**config.mk**
```make
export PLATFORM = sky130hd
export DESIGN_NAME = apb_mem_target
export DESIGN_NICKNAME = d
export VERILOG_FILES = /design/src/rtl/apb_pkg.sv /design/src/rtl/apb_tgt_regfile.sv /design/src/rtl/apb_mem_target.sv
export SDC_FILE = /design/constraint.sdc
export NUM_CORES = 1
export LEC_CHECK = 0
export CORE_ASPECT_RATIO = 1.2
export CORE_MARGIN = 2
export CORE_UTILIZATION = 55
export DETAILED_ROUTE_END_ITERATION = 12
export PLACE_DENSITY_LB_ADDON = 0.3
export REMOVE_ABC_BUFFERS = 1
export SYNTH_ARGS = -nofsm -noshare
export SYNTH_HDL_FRONTEND = slang
export SYNTH_SLANG_ARGS = --single-unit
```
**constraint.sdc**
```tcl
create_clock -name clk -period 2 [get_ports clk]
set_input_delay 0.3 -clock clk [delete_from_list [all_inputs] [get_ports clk]]
set_output_delay 0.3 -clock clk [all_outputs]
set_load 0.01 [all_outputs]
```
**src/rtl/apb_pkg.sv**
```systemverilog
// Shared APB definitions for the DMA master and its memory targets.
// Holds bus widths, the target FSM state type and the wait-counter width.
package apb_pkg;

    localparam int APB_ADDR_W = 8;
    localparam int APB_DATA_W = 8;

    // Wait counter must be able to hold any WAIT_CYCLES value from 0 to 15.
    localparam int WAIT_CNT_W = $clog2(16);

    typedef enum logic [1:0] {
        IDLE,
        WAIT,
        RESP,
        HOLD
    } apb_tgt_state_t;

endpackage

```
**src/rtl/apb_tgt_regfile.sv**
```systemverilog
// Byte-wide local storage for the APB memory target.
// Provides one synchronous write port, one combinational read port and an asynchronous clear.
module apb_tgt_regfile
    import apb_pkg::*;
#(
    parameter int DATA_W = APB_DATA_W,
    parameter int DEPTH  = 64,
    parameter int AW     = (DEPTH > 1) ? $clog2(DEPTH) : 1
) (
    input  logic              clk,
    input  logic              nrst,
    input  logic              we,
    input  logic [AW-1:0]     waddr,
    input  logic [DATA_W-1:0] wdata,
    input  logic [AW-1:0]     raddr,
    output logic [DATA_W-1:0] rdata
);

    logic [DATA_W-1:0] mem [DEPTH];

    // Every entry returns to zero whenever reset is asserted, even mid-transfer.
    always_ff @(posedge clk or negedge nrst) begin
        if (!nrst) begin
            for (int i = 0; i < DEPTH; i++) begin
                mem[i] <= '0;
            end
        end else if (we) begin
            mem[waddr] <= wdata;
        end
    end

    assign rdata = mem[raddr];

endmodule

```
**src/rtl/apb_mem_target.sv**
```systemverilog
// APB completer backed by a local register array, with programmable wait states
// and an error response for accesses outside the populated window.
module apb_mem_target
    import apb_pkg::*;
#(
    parameter int ADDR_W      = APB_ADDR_W,
    parameter int DATA_W      = APB_DATA_W,
    parameter int DEPTH       = 64,
    parameter int WAIT_CYCLES = 1
) (
    input  logic              clk,
    input  logic              nrst,
    input  logic              psel,
    input  logic              penable,
    input  logic              pwrite,
    input  logic [ADDR_W-1:0] paddr,
    input  logic [DATA_W-1:0] pwdata,
    output logic              pready,
    output logic [DATA_W-1:0] prdata,
    output logic              perr
);

    localparam int IDX_W = ADDR_W - 1;
    localparam int AW    = (DEPTH > 1) ? $clog2(DEPTH) : 1;

    localparam logic [IDX_W:0]      DEPTH_LIM = (IDX_W + 1)'(DEPTH);
    localparam logic [WAIT_CNT_W-1:0] WAIT_LAST = WAIT_CNT_W'(WAIT_CYCLES);

    apb_tgt_state_t          state;
    apb_tgt_state_t          next_state;
    logic [WAIT_CNT_W-1:0]   cnt;
    logic [WAIT_CNT_W-1:0]   cnt_next;
    logic                    capture;

    logic [IDX_W-1:0]        cap_idx;
    logic                    cap_write;
    logic [DATA_W-1:0]       cap_wdata;

    logic                    idx_ok;
    logic                    enter_resp;
    logic                    mem_we;
    logic [DATA_W-1:0]       mem_rdata;

    // The top address bit only selects the segment upstream, so it carries no meaning here.
    logic                    unused_seg_bit;
    assign unused_seg_bit = paddr[ADDR_W-1];

    always_ff @(posedge clk or negedge nrst) begin
        if (!nrst) begin
            state <= IDLE;
            cnt   <= '0;
        end else begin
            state <= next_state;
            cnt   <= cnt_next;
        end
    end

    // WAIT lasts WAIT_CYCLES+1 cycles; dropping psel or penable there abandons the transfer.
    always_comb begin
        next_state = state;
        cnt_next   = cnt;
        capture    = 1'b0;
        case (state)
            IDLE: begin
                if (psel && penable) begin
                    next_state = WAIT;
                    capture    = 1'b1;
                    cnt_next   = '0;
                end
            end
            WAIT: begin
                if (!psel || !penable) begin
                    next_state = IDLE;
                    cnt_next   = '0;
                end else if (cnt == WAIT_LAST) begin
                    next_state = RESP;
                    cnt_next   = '0;
                end else begin
                    cnt_next = cnt + 1'b1;
                end
            end
            RESP: begin
                next_state = HOLD;
            end
            HOLD: begin
                if (!psel || !penable) begin
                    next_state = IDLE;
                end
            end
            default: begin
                next_state = IDLE;
                cnt_next   = '0;
            end
        endcase
    end

    always_ff @(posedge clk or negedge nrst) begin
        if (!nrst) begin
            cap_idx   <= '0;
            cap_write <= 1'b0;
            cap_wdata <= '0;
        end else if (capture) begin
            cap_idx   <= paddr[IDX_W-1:0];
            cap_write <= pwrite;
            cap_wdata <= pwdata;
        end
    end

    assign idx_ok     = ({1'b0, cap_idx} < DEPTH_LIM);
    assign enter_resp = (state == WAIT) && (next_state == RESP);
    assign mem_we     = enter_resp && cap_write && idx_ok;

    apb_tgt_regfile #(
        .DATA_W (DATA_W),
        .DEPTH  (DEPTH),
        .AW     (AW)
    ) u_regfile (
        .clk    (clk),
        .nrst   (nrst),
        .we     (mem_we),
        .waddr  (cap_idx[AW-1:0]),
        .wdata  (cap_wdata),
        .raddr  (cap_idx[AW-1:0]),
        .rdata  (mem_rdata)
    );

    // Response outputs are loaded on the edge into RESP and are zero in every other state.
    always_ff @(posedge clk or negedge nrst) begin
        if (!nrst) begin
            pready <= 1'b0;
            prdata <= '0;
            perr   <= 1'b0;
        end else begin
            pready <= enter_resp;
            prdata <= (enter_resp && !cap_write && idx_ok) ? mem_rdata : '0;
            perr   <= enter_resp && !idx_ok;
        end
    end

endmodule
```
After elaboration in Yosys (flattened, before gate mapping). Index checks and enable logic that the tools add are counted.

Input bits: 21. Output and inout port bits: 10. Word-level logic and storage cells: 117. Bits in registers: 544.

Muxes and demuxes: 18. Equal/unequal tests: 6. Order comparisons: 3. Bitwise gates (word level): 1. Add/subtract/negate cells: 1. Reductions and logical operators: 16.

Operators with widths (number): $bwmux 512 (1); $bmux 8 s6 (1); $demux 8 s6 (1); $mux 8 (4); $mux 4 (3); $logic_and 1x1->1 (8); $mux 2 (4); $pmux 2 s4 (1); $pmux 4 s2 (1); $ge 7x7->1 const B (1); $lt 7x1->1 const B (1); $lt 7x7->1 const B (1); $not 6->7 (1); $eq 2x2->1 const B (3); $add 4x1->4 const B (1); $eq 4x1->1 const B (1); $logic_not 1->1 (4); $eq 2x1->1 const B (1); $logic_not 2->1 (1); $mux 1 (2); $ne 2x2->1 const B (1); $reduce_and 2->1 (1); $reduce_bool 2->1 (1); $logic_or 1x1->1 (1).

Logic depth before layout (Yosys ltp).
Word-level depth: 9. Depth in mapped cells: 9. Gate-level depth less buffers: 7.

Cells and area by module. From an unflattened synthesis, not the netlist that was laid out.

Cells, all modules: 1593. Area total of the unflattened synthesis: 24878.9 µm².

By module, submodules not included: apb_tgt_regfile (sequential area each 12812.3 µm², cells an instance 1499, times used 1, area each 23596.4 µm²); apb_mem_target (sequential area each 800.8 µm², cells an instance 94, times used 1, area each 1282.5 µm²).

Worst setup path before layout. No wires, ideal clock.

Path kind: reg2reg. Start point: register cnt[1]. End point: register u_regfile.mem[48] (netlist name). Setup time: 0.125 ns. Path buffers: 1. Clock period less this slack: 2.102 ns. Setup slack: -0.102 ns. Stages on the path, launching flop included: 9. Arrival: 1.977 ns. Required time: 1.875 ns. Cells stage by stage: dfrtp_1 -> inv_1 -> ha_1 -> and4bb_4 -> and4_1 -> buf_2 -> nand2_2 -> nor2_2 -> mux2_2.

Word-level cells in the longest chain between the ends: 8.

RTL lines: start, declared (RTL line apb_mem_target.sv:31) `logic [WAIT_CNT_W-1:0] cnt;`; start signal, assigned (RTL line apb_mem_target.sv:54) `cnt <= cnt_next;`; $eq 4x1->1 (RTL line apb_mem_target.sv:75) `end else if (cnt == WAIT_LAST) begin`; $mux 2 (RTL line apb_mem_target.sv:75); $mux 2 (RTL line apb_mem_target.sv:72) `if (!psel || !penable) begin`; $pmux 2 s4 (RTL line apb_mem_target.sv:63) `case (state)`; $eq 2x2->1 (RTL line apb_mem_target.sv:110) `assign enter_resp = (state == WAIT) && (next_state == RESP);`; $logic_and 1x1->1 (RTL line apb_mem_target.sv:110); $logic_and 1x1->1 (2 in series) (RTL line apb_mem_target.sv:111) `assign mem_we = enter_resp && cap_write && idx_ok;`; end signal, assigned by index (RTL line apb_tgt_regfile.sv:28) `mem[waddr] <= wdata;`; end, declared (RTL line apb_tgt_regfile.sv:19) `logic [DATA_W-1:0] mem [DEPTH];`.

No other way between the ends. A chain may end at the register's enable or synchronous reset.

Final worst setup path.
Start point: register cap_idx[2]. End point: register prdata[4].

Word-level cells in the longest chain between the ends: 5. Elaborated cells on any way between the ends: 7. Those cells by class: order compare (1); mux (4); bitwise (1); reduce/logical (1).

RTL lines: start, declared (RTL line apb_mem_target.sv:35) `logic [IDX_W-1:0] cap_idx;`; start signal, assigned (RTL line apb_mem_target.sv:103) `cap_idx <= paddr[IDX_W-1:0];`; $not 6->7 (not written as such) (RTL line apb_tgt_regfile.sv:32) `assign rdata = mem[raddr];`; $bmux 8 s6 (RTL line apb_tgt_regfile.sv:32); $mux 8 (not written as such) (2 in series) (RTL line apb_tgt_regfile.sv:32); $mux 8 (*) (RTL line apb_mem_target.sv:135) `prdata <= (enter_resp && !cap_write && idx_ok) ? mem_rdata : '0;`; end signal, assigned (RTL line apb_mem_target.sv:135); end, declared (RTL line apb_mem_target.sv:19) `output logic [DATA_W-1:0] prdata,`.

Every way passes the cells marked *; elsewhere a longest branch is shown, timed or not. The select of a mux whose other input is x is not followed.

==> impl_metrics.py <==
metrics = {
    "status": {
        "status": "complete, but fails checks",
        "violations": "setup timing",
    },
    "layout": {
        "post-route-util_pct": 72.9,
        "area_growth_pct": 30.9,
        "drive_gt1_share_pct": 58.4,
        "nets": 2067,
        "diodes": 0,
        "design_area_mm2": 0.0327,
    },
    "critical_path": {
        "cpMostUsedCell": "buf_6",
        "critPathSlowestCell": "dfrtp_4",
        "critPathArrivalTime_ns": 2.88,
        "start_kind": "flip-flop",
        "cp-end-kind": "flip-flop",
        "crit_fanout": 7,
        "max_stage_delay_ns": 0.52,
        "cp.required_ns": 2.52,
        "crit_chain": "buf_6 -> buf_8 -> buf_6 -> mux2i_2 -> mux4_2 -> o21ai_1 -> buf_4 -> o211ai_1 -> nor4_4",
        "path_class": "reg2reg",
    },
    "clock_tree": {
        "cts_tree": "done",
        "numCtsBuffers": 52,
        "clk_pin_slew_ns": 0.07,
        "clockBufferDepth": 3,
        "clk-insertion-delay-late_ns": 0.61,
        "htreeDepth": 2,
        "cts_root_buf": "clkbuf_16",
        "numClockSinks": 544,
    },
    "floorplan": {
        "dieArea_mm2": 0.0472,
        "rows": 85,
        "die_x_um": 199,
        "core-area_mm2": 0.0449,
        "die_y_um": 238,
        "ios": 31,
        "initial_core_util_pct": 55.7,
    },
    "global_routing": {
        "grt.met3_usage_pct": 5.75,
        "grt_max_degree": 69,
        "grt.met1_usage_pct": 43.2,
        "grt.overflow.total": 0,
        "grt_usage_pct": 32.8,
        "grt_pass1_wl_um": 115000,
        "first_global_vias": 18677,
        "grt_use_met2_pct": 51.8,
        "top_usage_layer": "met2",
        "grt_antenna_before_repair": 1,
    },
    "timing": {
        "period_minus_slack_ns": 2.35,
        "slew_headroom_pct": 51.9,
        "period_share_pct": 118,
        "slew_violations": 0,
        "worst_pin_slew_ns": 0.722,
        "fin_skew_ns": 0.0153,
        "rsz0062_at_grt": "true",
        "setup_viol": 520,
        "timing.hold.ws_ns": 0.141,
        "max_freq_mhz": 425,
        "finalHoldViolations": 0,
        "layout_setup_ws_ns": -0.355,
    },
    "synthesis": {
        "synthTopCellsByArea": "dfrtp_1 54%, mux2_2 27%, mux4_2 4.2%, o221ai_1 1.9%, o22ai_1 1.4%",
        "synth_most_common_cell": "mux2_2",
        "avgSynthCellArea_um2": 14.1,
        "yosysUniqueCellTypes": 62,
        "synth_edf_count": 0,
        "synth_async_sr_flop_share_pct": 100,
        "synth_top_area_cell": "dfrtp_1",
        "ys_ff_latch": 544,
        "ys_warn_count": 0,
        "yosysSeqAreaShare_pct": 54.5,
        "syn_area_mm2": 0.0250,
        "synthTopCellsByCount": "590 x mux2_2, 544 x dfrtp_1, 71 x clkbuf_1",
        "syn_inst": 1771,
        "synth.top_cell.area_share_pct": 54.5,
        "ys.flop_type": "dfrtp_1",
    },
    "drt": {
        "antenna_left": 0,
        "routed_via_density": 6.55,
        "wl_per_cell_um": 29.2,
        "route.detailed.drc": 0,
        "vias": 17628,
        "finalWirelength_um": 78600,
        "drtPass1Iterations": 5,
        "drt_iter0_drc": 1548,
    },
    "placed_design": {
        "gp_congestion": 0.923,
        "portBuffers": 29,
        "dp_hpwl_um": 48600,
        "place_area_mm2": 0.0285,
    },
    "hold_path": {
        "hold_class": "in2async",
    },
    "pwr": {
        "fin_total_pwr_mw": 38.9,
        "cellPowerDensity_mw_per_mm2": 1190,
        "ir_worst_vdd_v": 0.000834,
        "power_leakage_nw": 15.5,
    },
    "run": {
        "max_cap_violations": 0,
    },
}
==> per-stage QoR <==
stage               setup TNS (ns)  instances  worst slack (ns)
floorplan                 -1411.46       1638             -3.10
global placement           -209.60       2554            -0.573
detailed placement         -221.33       2554            -0.546
CTS                         -91.81       2675            -0.245
global route               -155.89       2691            -0.397
finish                     -116.03       2691            -0.355
==> path summary, 6_finish.rpt <==
| check | from | endpoint | slack (ns) | depth (start not counted) |
|---|---|---|---|---|
| setup reg to reg | cap_idx[2] | prdata[4] | -0.35 | 9 |
| min in group clk | paddr[1] | cap_idx[1] | 0.29 | 3 |
| max in group asynchronous | nrst | u_regfile.mem[119] | 0.96 | 4 |
| hold reg to reg | u_regfile.mem[195] | u_regfile.mem[195] | 0.50 | 1 |
| hold / removal | nrst | u_regfile.mem[302] | 0.14 | 2 |
| setup / recovery | cap_idx[2] | prdata[4] | -0.35 | 9 |
==> area by class of cell <==
class	instances	area, um2
Clock inverter	19	279
Tap cell	609	762
Fill cell	2684	12200
Inverter	9	42.5
Clock buffer	73	1520
Multi-Input combinational cell	1085	12300
Timing Repair Buffer	352	4190
Sequential cell	544	13600
==> routing by layer <==
metal  vias to the layer above  part of all wire, %  wire, um
met1                      9319                   39     30400
met2                       871                   48     37400
met4                         0                  6.0      4730
met3                       296                  7.7      6080
li1                       7142                    -         -
met5                         -                    0         0
==> cell usage in the layout, fill, tap and decap left out, types with 7 or more instances in the layout <==
master	n
dfrtp_1	531
mux2_2	422
buf_4	174
mux2_4	169
buf_12	93
clkbuf_16	54
mux4_2	47
o221ai_1	46
o22ai_1	45
nand2_1	39
buf_6	39
nor2_4	37
clkdlybuf4s50_1	28
mux2i_1	23
nor2_1	22
nand2_8	16
a21oi_1	15
nand2_4	15
buf_8	14
o21ai_0	13
clkbuf_8	12
nand3_1	10
dfrtp_2	10
nor2b_1	9
o22ai_2	9
a22oi_1	9
clkinv_2	9
clkbuf_1	8
o21ai_1	7
o221ai_2	7
bufinv_16	7
==> power breakdown <==
part	total, mW	switching, mW	internal, mW
combinational	16.5	9.72	6.76
clock	10.5	4.34	6.18
sequential	11.9	0.549	11.3
total	38.9	14.6	24.3
==> worst max-delay path: cells and delay by family, from the launching register on <==
family,cells,cell delay [ns]
compound gates,2,0.30
simple gates,1,0.22
flops,1,0.52
mux,2,0.62
buf+inv,4,0.60
==> cells by family (layout without fill, tap and decap cells) <==
group / after synthesis / after routing / share of synthesized area [%]
flip-flops: 544 / 544 / 54.5
AND/OR/NAND/NOR: 207 / 207 / 4.69
adder cells (fa/ha/maj): 2 / 2 / 0.100
buffers and inverters: 142 / 453 / 2.65
AO/OA/AOI/OAI: 209 / 209 / 6.06
multiplexers: 667 / 667 / 32.0
==> what timing repair did <==
item	4_1_cts	5_1_grt
resized for setup	201	245
pin swaps	40	43
setup buffers	35	27
cloned	2	1
setup endpoints to repair	522	525
hold buffers	1	0
endpoints found under the hold margin	271	0
==> registers in the layout, indices dropped and copies added (netlist names) <==
name and flops:
cap_write 1, cnt 4, pready 1, cap_idx 7
prdata 8, cap_wdata 8, state 2, u_regfile.mem 512
perr 1
Power figures use the tool's default switching activity.
